### config.mk
export PLATFORM = sky130hd
export DESIGN_NAME = spi_flash_responder_flat
export DESIGN_NICKNAME = d
export VERILOG_FILES = /design/src/rtl/spi_flash_responder_if.sv /design/src/rtl/spi_flash_responder.sv /design/src/flat_wrapper.sv
export SDC_FILE = /design/constraint.sdc
export NUM_CORES = 1
export LEC_CHECK = 0
export CELL_PAD_IN_SITES_DETAIL_PLACEMENT = 0
export CELL_PAD_IN_SITES_GLOBAL_PLACEMENT = 1
export CORE_MARGIN = 1.5
export CORE_UTILIZATION = 42
export CTS_CLUSTER_DIAMETER = 40
export CTS_CLUSTER_SIZE = 40
export DETAILED_ROUTE_END_ITERATION = 12
export PLACE_DENSITY = 0.75
export SYNTH_ARGS = -nofsm -noshare
export SYNTH_HDL_FRONTEND = slang
export SYNTH_SLANG_ARGS = --single-unit
### constraint.sdc
create_clock -name clk_i -period 2.1 [get_ports clk_i]
set_clock_uncertainty 0.1 [all_clocks]
set_input_delay 0.63 -clock clk_i [delete_from_list [all_inputs] [get_ports clk_i]]
set_output_delay 0.63 -clock clk_i [all_outputs]
set_load 0.1 [all_outputs]
### src/rtl/spi_flash_responder_if.sv
// Pin and memory-port bundle for spi_flash_responder.
// The slave modport is the responder; the master modport is the
// surrounding environment (SPI host pads plus the backing memory).
interface spi_flash_responder_if #(
    parameter int ADDR_WIDTH = 20
);
    logic                  spi_sck_i;
    logic                  spi_csb_i;
    logic                  spi_sd_i;
    logic                  spi_sd_o;
    logic                  spi_sd_oe_o;
    logic                  mem_req_o;
    logic [ADDR_WIDTH-1:0] mem_addr_o;
    logic [7:0]            mem_rdata_i;
    logic                  mem_we_o;
    logic [7:0]            mem_wdata_o;

    modport slave (
        input  spi_sck_i, spi_csb_i, spi_sd_i, mem_rdata_i,
        output spi_sd_o, spi_sd_oe_o, mem_req_o, mem_addr_o, mem_we_o, mem_wdata_o
    );

    modport master (
        output spi_sck_i, spi_csb_i, spi_sd_i, mem_rdata_i,
        input  spi_sd_o, spi_sd_oe_o, mem_req_o, mem_addr_o, mem_we_o, mem_wdata_o
    );
endinterface

### src/rtl/spi_flash_responder.sv
// SPI NOR flash emulator (mode 0, single bit). SCK/CSB/MOSI are oversampled
// on clk_i; READ, FAST READ, RDSR and RDID are served, read data comes from
// an external byte-wide memory with one cycle of read latency.
// Optional macro SPI_FLASH_RESP_PROGRAM_EN adds WREN, WRDI and PAGE PROGRAM.
module spi_flash_responder #(
    parameter int          ADDR_WIDTH   = 20,
    parameter logic [23:0] JEDEC_ID     = 24'hEF4018,
    parameter int          DUMMY_CYCLES = 8
) (
    input  logic                   clk_i,
    input  logic                   rst_ni,
    spi_flash_responder_if.slave   bus
);
    localparam logic [7:0] OP_READ      = 8'h03;
    localparam logic [7:0] OP_FAST_READ = 8'h0B;
    localparam logic [7:0] OP_RDSR      = 8'h05;
    localparam logic [7:0] OP_RDID      = 8'h9F;
`ifdef SPI_FLASH_RESP_PROGRAM_EN
    localparam logic [7:0] OP_WREN      = 8'h06;
    localparam logic [7:0] OP_WRDI      = 8'h04;
    localparam logic [7:0] OP_PP        = 8'h02;

    typedef enum logic [2:0] {IDLE, CMD, ADDR, DUMMY, DATA_OUT, IGNORE, DATA_IN} state_t;
`else
    typedef enum logic [2:0] {IDLE, CMD, ADDR, DUMMY, DATA_OUT, IGNORE} state_t;
`endif
    typedef enum logic [1:0] {SRC_MEM, SRC_STAT, SRC_ID} src_t;

    // Bit positions in the synchroniser vectors
    localparam int P_SCK  = 2;
    localparam int P_CSB  = 1;
    localparam int P_MOSI = 0;

    logic [2:0]            r_meta, r_sync;
    logic [2:1]            r_prev;
    state_t                r_state;
    src_t                  r_src;
    logic [7:0]            r_bit_cnt;
    logic [23:0]           r_shift;
    logic [7:0]            r_opcode;
    logic [ADDR_WIDTH-1:0] r_addr;
    logic [ADDR_WIDTH-1:0] r_mem_addr;
    logic                  r_mem_req;
    logic                  r_rd_pend;
    logic                  r_first;
    logic [7:0]            r_tx_shift;
    logic [3:0]            r_tx_cnt;
    logic [7:0]            r_stage;
    logic                  r_id_done;
    logic                  r_sd_o;
    logic                  r_oe;

    logic                  w_sck_rise, w_sck_fall, w_csb_fall, w_csb_rise;
    logic [23:0]           w_shift_next;
    logic [ADDR_WIDTH-1:0] w_addr_inc;
    logic                  w_wel;
    logic [7:0]            w_status;

    assign w_sck_rise   =  r_sync[P_SCK] & ~r_prev[P_SCK];
    assign w_sck_fall   = ~r_sync[P_SCK] &  r_prev[P_SCK];
    assign w_csb_fall   = ~r_sync[P_CSB] &  r_prev[P_CSB];
    assign w_csb_rise   =  r_sync[P_CSB] & ~r_prev[P_CSB];
    assign w_shift_next = {r_shift[22:0], r_sync[P_MOSI]};
    assign w_addr_inc   = r_addr + 1'b1;
    assign w_status     = {6'b0, w_wel, 1'b0};   // WIP is never set

`ifdef SPI_FLASH_RESP_PROGRAM_EN
    logic       r_wel;
    logic       r_pp_active;
    logic       r_mem_we;
    logic [7:0] r_mem_wdata;
    assign w_wel           = r_wel;
    assign bus.mem_we_o    = r_mem_we;
    assign bus.mem_wdata_o = r_mem_wdata;
`else
    assign w_wel           = 1'b0;
    assign bus.mem_we_o    = 1'b0;
    assign bus.mem_wdata_o = 8'h00;
`endif

    assign bus.spi_sd_o    = r_sd_o;
    assign bus.spi_sd_oe_o = r_oe;
    assign bus.mem_req_o   = r_mem_req;
    assign bus.mem_addr_o  = r_mem_addr;

    // Two-flop synchronisers plus edge-detect history (CSB idles high)
    always_ff @(posedge clk_i or negedge rst_ni) begin
        if (!rst_ni) begin
            r_meta <= 3'b010;
            r_sync <= 3'b010;
            r_prev <= 2'b01;
        end else begin
            r_meta <= {bus.spi_sck_i, bus.spi_csb_i, bus.spi_sd_i};
            r_sync <= r_meta;
            r_prev <= r_sync[2:1];
        end
    end

    // Command FSM with shift registers, prefetch and registered outputs
    always_ff @(posedge clk_i or negedge rst_ni) begin
        if (!rst_ni) begin
            r_state    <= IDLE;
            r_src      <= SRC_MEM;
            r_bit_cnt  <= '0;
            r_shift    <= '0;
            r_opcode   <= '0;
            r_addr     <= '0;
            r_mem_addr <= '0;
            r_mem_req  <= 1'b0;
            r_rd_pend  <= 1'b0;
            r_first    <= 1'b0;
            r_tx_shift <= '0;
            r_tx_cnt   <= '0;
            r_stage    <= '0;
            r_id_done  <= 1'b0;
            r_sd_o     <= 1'b0;
            r_oe       <= 1'b0;
`ifdef SPI_FLASH_RESP_PROGRAM_EN
            r_wel       <= 1'b0;
            r_pp_active <= 1'b0;
            r_mem_we    <= 1'b0;
            r_mem_wdata <= '0;
`endif
        end else begin
            r_mem_req <= 1'b0;
`ifdef SPI_FLASH_RESP_PROGRAM_EN
            r_mem_we  <= 1'b0;
`endif
            // Only reads issued while serving data return a byte we use
            r_rd_pend <= r_mem_req && (r_state == DATA_OUT);
            r_oe      <= (r_state == DATA_OUT) && !r_sync[P_CSB];

            if (w_csb_rise) begin
                // Deselect aborts everything; partial bytes are dropped
                r_state <= IDLE;
                r_oe    <= 1'b0;
                r_sd_o  <= 1'b0;
`ifdef SPI_FLASH_RESP_PROGRAM_EN
                if (r_pp_active) r_wel <= 1'b0;
                r_pp_active <= 1'b0;
`endif
            end else begin
                case (r_state)
                    IDLE: if (w_csb_fall) begin
                        r_state   <= CMD;
                        r_bit_cnt <= 8'd0;
                        // An SCK rise coincident with select is command bit 7
                        if (w_sck_rise) begin
                            r_shift   <= w_shift_next;
                            r_bit_cnt <= 8'd1;
                        end
                    end

                    CMD: if (w_sck_rise) begin
                        r_shift   <= w_shift_next;
                        r_bit_cnt <= r_bit_cnt + 8'd1;
                        if (r_bit_cnt == 8'd7) begin
                            r_bit_cnt <= 8'd0;
                            r_opcode  <= w_shift_next[7:0];
                            r_first   <= 1'b0;
                            r_tx_cnt  <= 4'd0;
                            r_id_done <= 1'b0;
                            case (w_shift_next[7:0])
                                OP_READ, OP_FAST_READ: r_state <= ADDR;
                                OP_RDSR: begin
                                    r_state    <= DATA_OUT;
                                    r_src      <= SRC_STAT;
                                    r_tx_shift <= w_status;
                                    r_stage    <= w_status;
                                end
                                OP_RDID: begin
                                    r_state    <= DATA_OUT;
                                    r_src      <= SRC_ID;
                                    r_tx_shift <= JEDEC_ID[23:16];
                                    r_stage    <= JEDEC_ID[15:8];
                                end
`ifdef SPI_FLASH_RESP_PROGRAM_EN
                                OP_WREN: begin r_wel <= 1'b1; r_state <= IGNORE; end
                                OP_WRDI: begin r_wel <= 1'b0; r_state <= IGNORE; end
                                OP_PP:   r_state <= r_wel ? ADDR : IGNORE;
`endif
                                // 0xAB (release power-down) and unknown opcodes
                                default: r_state <= IGNORE;
                            endcase
                        end
                    end

                    ADDR: if (w_sck_rise) begin
                        r_shift   <= w_shift_next;
                        r_bit_cnt <= r_bit_cnt + 8'd1;
                        if (r_bit_cnt == 8'd23) begin
                            r_bit_cnt <= 8'd0;
                            r_addr    <= w_shift_next[ADDR_WIDTH-1:0];
                            if (r_opcode == OP_FAST_READ && DUMMY_CYCLES != 0) begin
                                r_state <= DUMMY;
`ifdef SPI_FLASH_RESP_PROGRAM_EN
                            end else if (r_opcode == OP_PP) begin
                                r_state     <= DATA_IN;
                                r_pp_active <= 1'b1;
`endif
                            end else begin
                                r_state    <= DATA_OUT;
                                r_src      <= SRC_MEM;
                                r_first    <= 1'b1;
                                r_mem_req  <= 1'b1;
                                r_mem_addr <= w_shift_next[ADDR_WIDTH-1:0];
                            end
                        end
                    end

                    DUMMY: if (w_sck_rise) begin
                        r_bit_cnt <= r_bit_cnt + 8'd1;
                        if (r_bit_cnt == 8'(DUMMY_CYCLES - 1)) begin
                            r_state    <= DATA_OUT;
                            r_src      <= SRC_MEM;
                            r_first    <= 1'b1;
                            r_mem_req  <= 1'b1;
                            r_mem_addr <= r_addr;
                        end
                    end

                    DATA_OUT: begin
                        // First byte goes straight to the shifter, later ones to staging
                        if (r_rd_pend) begin
                            if (r_first) begin
                                r_tx_shift <= bus.mem_rdata_i;
                                r_tx_cnt   <= 4'd0;
                                r_first    <= 1'b0;
                                r_addr     <= w_addr_inc;
                                r_mem_addr <= w_addr_inc;
                                r_mem_req  <= 1'b1;
                            end else begin
                                r_stage <= bus.mem_rdata_i;
                            end
                        end
                        if (w_sck_fall && !r_first) begin
                            if (r_tx_cnt == 4'd8) begin
                                // Byte boundary: move staged byte in and refill staging
                                r_sd_o     <= r_stage[7];
                                r_tx_shift <= {r_stage[6:0], 1'b0};
                                r_tx_cnt   <= 4'd1;
                                case (r_src)
                                    SRC_MEM: begin
                                        r_addr     <= w_addr_inc;
                                        r_mem_addr <= w_addr_inc;
                                        r_mem_req  <= 1'b1;
                                    end
                                    SRC_STAT: r_stage <= w_status;
                                    default: begin
                                        r_stage   <= r_id_done ? 8'h00 : JEDEC_ID[7:0];
                                        r_id_done <= 1'b1;
                                    end
                                endcase
                            end else begin
                                r_sd_o     <= r_tx_shift[7];
                                r_tx_shift <= {r_tx_shift[6:0], 1'b0};
                                r_tx_cnt   <= r_tx_cnt + 4'd1;
                            end
                        end
                    end

`ifdef SPI_FLASH_RESP_PROGRAM_EN
                    DATA_IN: if (w_sck_rise) begin
                        r_shift   <= w_shift_next;
                        r_bit_cnt <= r_bit_cnt + 8'd1;
                        if (r_bit_cnt == 8'd7) begin
                            r_bit_cnt   <= 8'd0;
                            r_mem_req   <= 1'b1;
                            r_mem_we    <= 1'b1;
                            r_mem_wdata <= w_shift_next[7:0];
                            r_mem_addr  <= r_addr;
                            // Increment wraps inside the 256-byte page
                            r_addr <= (r_addr & ~ADDR_WIDTH'(8'hFF)) |
                                      ADDR_WIDTH'(r_addr[7:0] + 8'd1);
                        end
                    end
`endif

                    default: ;   // IGNORE: wait for deselect
                endcase
            end
        end
    end
endmodule
### src/flat_wrapper.sv
// flat-port wrapper written by rule: the top's interface ports become plain ports
module spi_flash_responder_flat 
#(
    parameter int          ADDR_WIDTH   = 20,
    parameter logic [23:0] JEDEC_ID     = 24'hEF4018,
    parameter int          DUMMY_CYCLES = 8
)
  (clk_i, rst_ni, bus_spi_sck_i, bus_spi_csb_i, bus_spi_sd_i, bus_mem_rdata_i, bus_spi_sd_o, bus_spi_sd_oe_o, bus_mem_req_o, bus_mem_addr_o, bus_mem_we_o, bus_mem_wdata_o);
  spi_flash_responder_if #(.ADDR_WIDTH(ADDR_WIDTH)) bus_i ();
  input  logic clk_i;
  input  logic rst_ni;
  input wire logic [$bits(bus_i.spi_sck_i)-1:0] bus_spi_sck_i;
  input wire logic [$bits(bus_i.spi_csb_i)-1:0] bus_spi_csb_i;
  input wire logic [$bits(bus_i.spi_sd_i)-1:0] bus_spi_sd_i;
  input wire logic [$bits(bus_i.mem_rdata_i)-1:0] bus_mem_rdata_i;
  output wire logic [$bits(bus_i.spi_sd_o)-1:0] bus_spi_sd_o;
  output wire logic [$bits(bus_i.spi_sd_oe_o)-1:0] bus_spi_sd_oe_o;
  output wire logic [$bits(bus_i.mem_req_o)-1:0] bus_mem_req_o;
  output wire logic [$bits(bus_i.mem_addr_o)-1:0] bus_mem_addr_o;
  output wire logic [$bits(bus_i.mem_we_o)-1:0] bus_mem_we_o;
  output wire logic [$bits(bus_i.mem_wdata_o)-1:0] bus_mem_wdata_o;
  assign bus_i.spi_sck_i = bus_spi_sck_i;
  assign bus_i.spi_csb_i = bus_spi_csb_i;
  assign bus_i.spi_sd_i = bus_spi_sd_i;
  assign bus_i.mem_rdata_i = bus_mem_rdata_i;
  assign bus_spi_sd_o = bus_i.spi_sd_o;
  assign bus_spi_sd_oe_o = bus_i.spi_sd_oe_o;
  assign bus_mem_req_o = bus_i.mem_req_o;
  assign bus_mem_addr_o = bus_i.mem_addr_o;
  assign bus_mem_we_o = bus_i.mem_we_o;
  assign bus_mem_wdata_o = bus_i.mem_wdata_o;
  spi_flash_responder #(.ADDR_WIDTH(ADDR_WIDTH), .JEDEC_ID(JEDEC_ID), .DUMMY_CYCLES(DUMMY_CYCLES)) u_core (.clk_i(clk_i), .rst_ni(rst_ni), .bus(bus_i));
endmodule
==> results.sh, run 1 <==
export IMPL_seqPwrFrac_pct=28.4
export IMPL_layout_drive_gt1_share_pct=40.9
export IMPL_cts_tree="built"
export IMPL_gp_routability_congestion=0.854
export IMPL_dp_hpwl_um=12600
export IMPL_cp_required_ns=2.30
export IMPL_drt_total_wl_um=19700
export IMPL_first_iter_violations=521
export IMPL_hp_class="in2async"
export IMPL_synth_edf_count=0
export IMPL_first_global_vias=5981
export IMPL_yosys_warnings=0
export IMPL_wire_per_inst_um=19.2
export IMPL_ys_ff_latch=114
export IMPL_ant_nets=0
export IMPL_failed_checks="negative setup slack"
export IMPL_htreeDepth=4
export IMPL_grt_pass1_wl_um=30700
export IMPL_rsz0062_at_grt="yes"
export IMPL_crit_path_end_kind="flip-flop"
export IMPL_ys_seq_area_share_pct=45.7
export IMPL_avgSynthCellArea_sq_um=9.48
export IMPL_cts_root_buffer="clkbuf_16"
export IMPL_antenna_found_initial=0
export IMPL_synth_cell_area_sq_um=6240
export IMPL_p_comb_share_pct=45.1
export IMPL_leakage_nw=4.15
export IMPL_p_per_area_nw_per_um2=1150
export IMPL_dp_cells=964
export IMPL_clock_sinks=114
export IMPL_synth_main_ff_cell="dfrtp_1"
export IMPL_power_internal_mw=6.72
export IMPL_fin_ws_ns=-0.206
export IMPL_placement_io_buffers=35
export IMPL_fmax_mhz=434
export IMPL_final_setup_viol_count=54
export IMPL_grt_overflow_total=0
export IMPL_worstPathArrival_ns=2.51
export IMPL_period_needed_ns=2.31
export IMPL_status="complete, but fails checks"
export IMPL_fin_nets=843
export IMPL_grt_start_max_net_pins=72
export IMPL_ioPinCount=45
export IMPL_grt_usage_pct=24.6
export IMPL_final_common_cell="buf_4"
export IMPL_worstMarginPinSlew_ns=0.550
export IMPL_finalHoldViolCount=0
export IMPL_initial_core_util_pct=43.0
export IMPL_die_area_sq_um=15600
export IMPL_worstSetupPathType="reg2reg"
export IMPL_path_clk_slew_ns=0.06
export IMPL_antenna_cells=0
export IMPL_cts_buffer_depth=2
export IMPL_cts_buffers_inserted=17
export IMPL_die_w_um=125
export IMPL_vias=6075
export IMPL_area_delta_synth_final_pct=50.1
export IMPL_ir_worst_vdd_mv=0.745
export IMPL_startpoint_type="flip-flop"
export IMPL_fin_area_sq_um=9370
export IMPL_drv_slew=0
export IMPL_design_core_area_sq_um=14500
export IMPL_async_flop_share_pct=100
export IMPL_max_slew_margin_pct=63.3
export IMPL_p_clk_share_pct=26.5
export IMPL_synth_cells=659
export IMPL_p_sw_share_pct=37.9
export IMPL_placed_area_sq_um=7900
export IMPL_post_route_drc_count=0
export IMPL_synth_cell_types=78
export IMPL_clk_latency_ns=0.42
export IMPL_final_cell_mix="buf_4, dfrtp_1, nand2_1"
export IMPL_die_h_um=125
export IMPL_timing_final_crit_share_pct=110
export IMPL_rows=44
export IMPL_dr_pass1_iters=6
export IMPL_layout_cells_non_filler=1023
export IMPL_switchingPower_mw=4.10
export IMPL_cts_hold_buf=0
export IMPL_avgViaCountPerCell=5.94
export IMPL_max_cap_violations=0
export IMPL_cp_max_fo=5
export IMPL_fin_total_pwr_mw=10.8
cell type report:
| class | instances | area (sq um) |
|---|---|---|
| flip-flops and latches | 114 | 2860 |
| inverters | 14 | 52.6 |
| repair buffers | 188 | 1980 |
| well taps | 184 | 230 |
| clock inverters | 6 | 80.1 |
| multi-input cells | 491 | 3670 |
| fillers | 1095 | 5160 |
| clock buffers | 26 | 499 |
cells in the mapped netlist, drive strengths merged, types with 7 or more instances:
library cell	number	area share (%)
a211oi	7	1.0
a21oi	57	4.7
a221oi	10	1.4
a22o	10	1.4
a31oi	8	0.80
and2	9	0.92
and3	10	1.0
buf	22	2.3
clkbuf	26	1.6
dfrtp	111	44
inv	14	0.84
mux2	31	5.6
nand2	67	4.0
nand3	19	1.5
nand4	9	0.90
nor2	51	3.1
nor2b	8	0.80
nor3	19	1.6
o21ai	47	3.8
o22a	7	0.98
o22ai	8	0.80
worst paths after layout:
kind | from | endpoint | slack [ns] | cells past startpoint
min in group clk_i | u_core.r_meta[0] | u_core.r_sync[0] | 0.25 | 0
max | u_core.r_bit_cnt[7] | u_core.r_addr[18] | -0.21 | 10
min reg2reg | u_core.r_meta[0] | u_core.r_sync[0] | 0.25 | 0
max in group asynchronous | rst_ni | u_core.r_meta[1] | 1.30 | 2
min | rst_ni | u_core.r_stage[6] | 0.11 | 2
max reg2reg | u_core.r_bit_cnt[7] | u_core.r_addr[18] | -0.21 | 10
state kept, by name (all words and copies together), names as in the netlist, 2 cells and up:
| name | count |
|---|---|
| u_core.bus.mem_addr_o | 20 |
| u_core.r_addr | 20 |
| u_core.r_shift | 19 |
| u_core.r_bit_cnt | 8 |
| u_core.r_opcode | 8 |
| u_core.r_stage | 8 |
| u_core.r_tx_shift | 8 |
| u_core.r_tx_cnt | 4 |
| u_core.r_meta | 3 |
| u_core.r_state | 3 |
| u_core.r_sync | 3 |
| u_core.r_prev | 2 |
| u_core.r_src | 2 |
through the flow:
stage	setup WS (ns)	hold WS, ns	TNS (ns)	utilization [%]
after floorplan	-0.0176	0.231	-0.0265	-
after global placement	-0.192	0.237	-2.23	54.3
after detailed placement	-0.252	0.242	-3.94	54.3
after CTS	-0.133	0.140	-3.96	60.9
after global routing	-0.277	0.160	-9.52	64.5
final	-0.206	0.108	-4.99	64.5
critical path: stages (launching register included):
cell	delay (ns)
dfrtp_1	0.40
nor4_4	0.31
and2_4	0.20
buf_6	0.08
nand4_1	0.14
buf_4	0.19
a211oi_4	0.26
buf_4	0.18
buf_12	0.12
o21a_1	0.13
mux2i_1	0.08
routing by layer:
metal | global-route usage (%) | share of wire [%] | up-vias
met5 | 0 | 0 | -
met4 | 10.2 | 2.1 | 0
met3 | 5.78 | 7.8 | 40
met2 | 37.7 | 47 | 284
met1 | 33.7 | 43 | 2986
li1 | - | - | 2765
power by group through the flow:
stage	registers (mW)	clock network, mW	logic, mW
floorplan	3.42	0	1.95
detailed placement	3.05	0	4.04
global route	3.13	2.99	5.20
finish	3.07	2.86	4.89
CTS	3.03	2.90	4.40
global placement	3.03	0	3.95
repair_timing:
action / in CTS / in global routing
pin swaps: 21 / 44
gates resized for setup: 55 / 115
gates cloned: 4 / 2
buffers inserted: 9 / 13
setup endpoints to repair: 63 / 72
cells by family after synthesis:
family                   after synthesis  share of synthesized area (%)
AO/OA/AOI/OAI                        208                           23.1
XOR/XNOR                               8                           1.12
adder cells (fa/ha/maj)                4                          0.801
buffers and inverters                 62                           4.71
flip-flops                           114                           45.7
multiplexers                          33                           5.91
other                                  1                         0.0601
AND/OR/NAND/NOR                      229                           18.6
Note: power is estimated with default switching activity, not from simulation.
==> run 2: changes to the inputs <==
CAP_MARGIN = 0   (was unset)
SKIP_LAST_GASP = 1   (was unset)
TNS_END_PERCENT = 100   (was unset)
==> run 2 against run 1 <==
  * The flow still finishes with violations (negative setup slack)
  * Via count down 0.40%
  * Combinational power about the same
  * First-iteration DRC count down 6.5%
  * Register-to-register slack about the same
  * Worst setup slack better by 0.0026 ns
  * Total power down 0.18%
  * Cell count unchanged
  * Critical endpoint unchanged
  * Largest cell class unchanged
  * Highest routed layer unchanged
==> results.sh, run 2 (same netlist as run 1, synthesis figures left out) <==
export IMPL_startpoint_type="flip-flop"
export IMPL_final_common_cell="buf_4"
export IMPL_first_iter_violations=487
export IMPL_die_w_um=125
export IMPL_grt_start_max_net_pins=72
export IMPL_fill_cells=1101
export IMPL_top_layer_used="met4"
export IMPL_worst_hold_slack_ns=0.112
export IMPL_crit_path_end_kind="flip-flop"
export IMPL_cts_buffer_depth=2
export IMPL_wl_met1_um=8660
export IMPL_drt_total_wl_um=19700
export IMPL_worstPathArrival_ns=2.50
export IMPL_hp_class="in2async"
export IMPL_finalHoldViolCount=0
export IMPL_p_sw_share_pct=37.9
export IMPL_power_internal_mw=6.71
export IMPL_final_cell_mix="buf_4, dfrtp_1, nand2_1"
export IMPL_layout_drive_gt1_share_pct=40.5
export IMPL_drv_slew=0
export IMPL_cp_required_ns=2.30
export IMPL_seq_area_sq_um=2860
export IMPL_max_cap_violations=0
export IMPL_cts_root_buffer="clkbuf_16"
export IMPL_period_needed_ns=2.30
export IMPL_status="complete, but fails checks"
export IMPL_placement_io_buffers=35
export IMPL_rsz0062_at_grt="yes"
export IMPL_seqPwrFrac_pct=28.4
export IMPL_first_global_vias=5980
export IMPL_area_delta_synth_final_pct=49.8
export IMPL_initial_core_util_pct=43.0
export IMPL_worstSetupPathType="reg2reg"
export IMPL_fin_total_pwr_mw=10.8
export IMPL_path_clk_slew_ns=0.06
export IMPL_die_area_sq_um=15600
export IMPL_worstMarginPinSlew_ns=0.553
export IMPL_cp_max_fo=5
export IMPL_ant_nets=0
export IMPL_max_slew_margin_pct=63.2
export IMPL_design_core_area_sq_um=14500
export IMPL_fin_nets=843
export IMPL_wire_per_inst_um=19.2
export IMPL_fin_ws_ns=-0.204
export IMPL_p_comb_share_pct=45.1
export IMPL_final_setup_viol_count=53
export IMPL_grt_pass1_wl_um=30700
export IMPL_p_clk_share_pct=26.5
export IMPL_dr_wl_met2_um=9170
export IMPL_switchingPower_mw=4.09
export IMPL_wl_met3_um=1430
export IMPL_grt_usage_pct=24.6
export IMPL_clock_sinks=114
export IMPL_fmax_mhz=434
export IMPL_ioPinCount=45
export IMPL_antenna_found_initial=0
export IMPL_die_h_um=125
export IMPL_setup_tns_final_ns=-5.17
export IMPL_cts_tree="built"
export IMPL_post_route_drc_count=0
export IMPL_antenna_cells=0
export IMPL_gp_routability_congestion=0.854
export IMPL_p_per_area_nw_per_um2=1150
export IMPL_clk_latency_ns=0.42
export IMPL_htreeDepth=4
export IMPL_avgViaCountPerCell=5.91
export IMPL_ir_worst_vdd_mv=0.744
export IMPL_grt_overflow_total=0
export IMPL_vias=6051
export IMPL_timing_final_crit_share_pct=110
export IMPL_dr_pass1_iters=5
export IMPL_leakage_nw=4.15
export IMPL_dp_hpwl_um=12600
export IMPL_cts_buffers_inserted=17
export IMPL_rows=44
export IMPL_multiInputGateArea_sq_um=3650
export IMPL_failed_checks="negative setup slack"
-- run 2: cell counts in the layout (fill, tap and decap cells not counted) --
No cell type changed its count.
-- run 2: what timing repair did --
action,in CTS,in global routing
pin swaps,21,43
setup endpoints to repair,63,72
gates resized for setup,55,109
cloned,4,2
hold buffers,0,0
buffers inserted,9,13
-- run 2: stage by stage --
step | setup slack, ns | instance area [sq um] | cells | util (%)
global placement | -0.192 | 7900 | 964 | 54.3
detailed placement | -0.252 | 7900 | 964 | 54.3
global route | -0.277 | 9350 | 1023 | 64.4
finish | -0.204 | 9350 | 1023 | 64.4
CTS | -0.133 | 8850 | 1009 | 60.9
floorplan | -0.0176 | 6320 | 667 | -
-- run 2: worst paths after layout --
check / from / end / slack, ns / cells past startpoint
max in group asynchronous: rst_ni / u_core.r_meta[1] / 1.30 / 2
min in group clk_i: u_core.r_meta[0] / u_core.r_sync[0] / 0.25 / 0
max: u_core.r_bit_cnt[7] / u_core.r_addr[18] / -0.20 / 10
max reg2reg: u_core.r_bit_cnt[7] / u_core.r_addr[18] / -0.20 / 10
min reg2reg: u_core.r_meta[0] / u_core.r_sync[0] / 0.25 / 0
min: rst_ni / u_core.r_stage[6] / 0.11 / 2
-- run 2: power groups by stage --
stage               Combinational [mW]  Sequential (mW)  Clock [mW]
CTS                               4.40             3.03        2.90
finish                            4.87             3.07        2.87
detailed placement                4.04             3.05           0
floorplan                         1.95             3.42           0
global placement                  3.95             3.03           0
global route                      5.18             3.13        2.99
-- run 2: area by class of cell --
| class | instances | area share (%) |
|---|---|---|
| Inverter | 14 | 0.562 |
| Tap cell | 184 | 2.46 |
| Clock inverter | 6 | 0.856 |
| Clock buffer | 26 | 5.34 |
| Sequential cell | 114 | 30.6 |
| Multi-Input combinational cell | 491 | 39.1 |
| Timing Repair Buffer | 188 | 21.2 |
-- run 2: worst max-delay path: stages (launching register included) --
cell and delay (ns):
dfrtp_1 0.40, nor4_4 0.31, and2_4 0.20, buf_6 0.08, nand4_1 0.14, buf_4 0.19
a211oi_4 0.27, buf_4 0.18, buf_12 0.12, o21a_1 0.12, mux2i_1 0.07
-- run 2: per-layer routing --
layer	vias up	GRT usage [%]
met2	243	37.7
met3	38	5.78
met1	3002	33.7
met4	0	10.2
met5	-	0
li1	2768	-
==> run 3: changes to the inputs <==
CAP_MARGIN = 20   (was 0)
GPL_ROUTABILITY_DRIVEN = 0   (was unset)
==> results of run 3 <==
No change in the layout: final DEF, timing and power equal those of run 2.
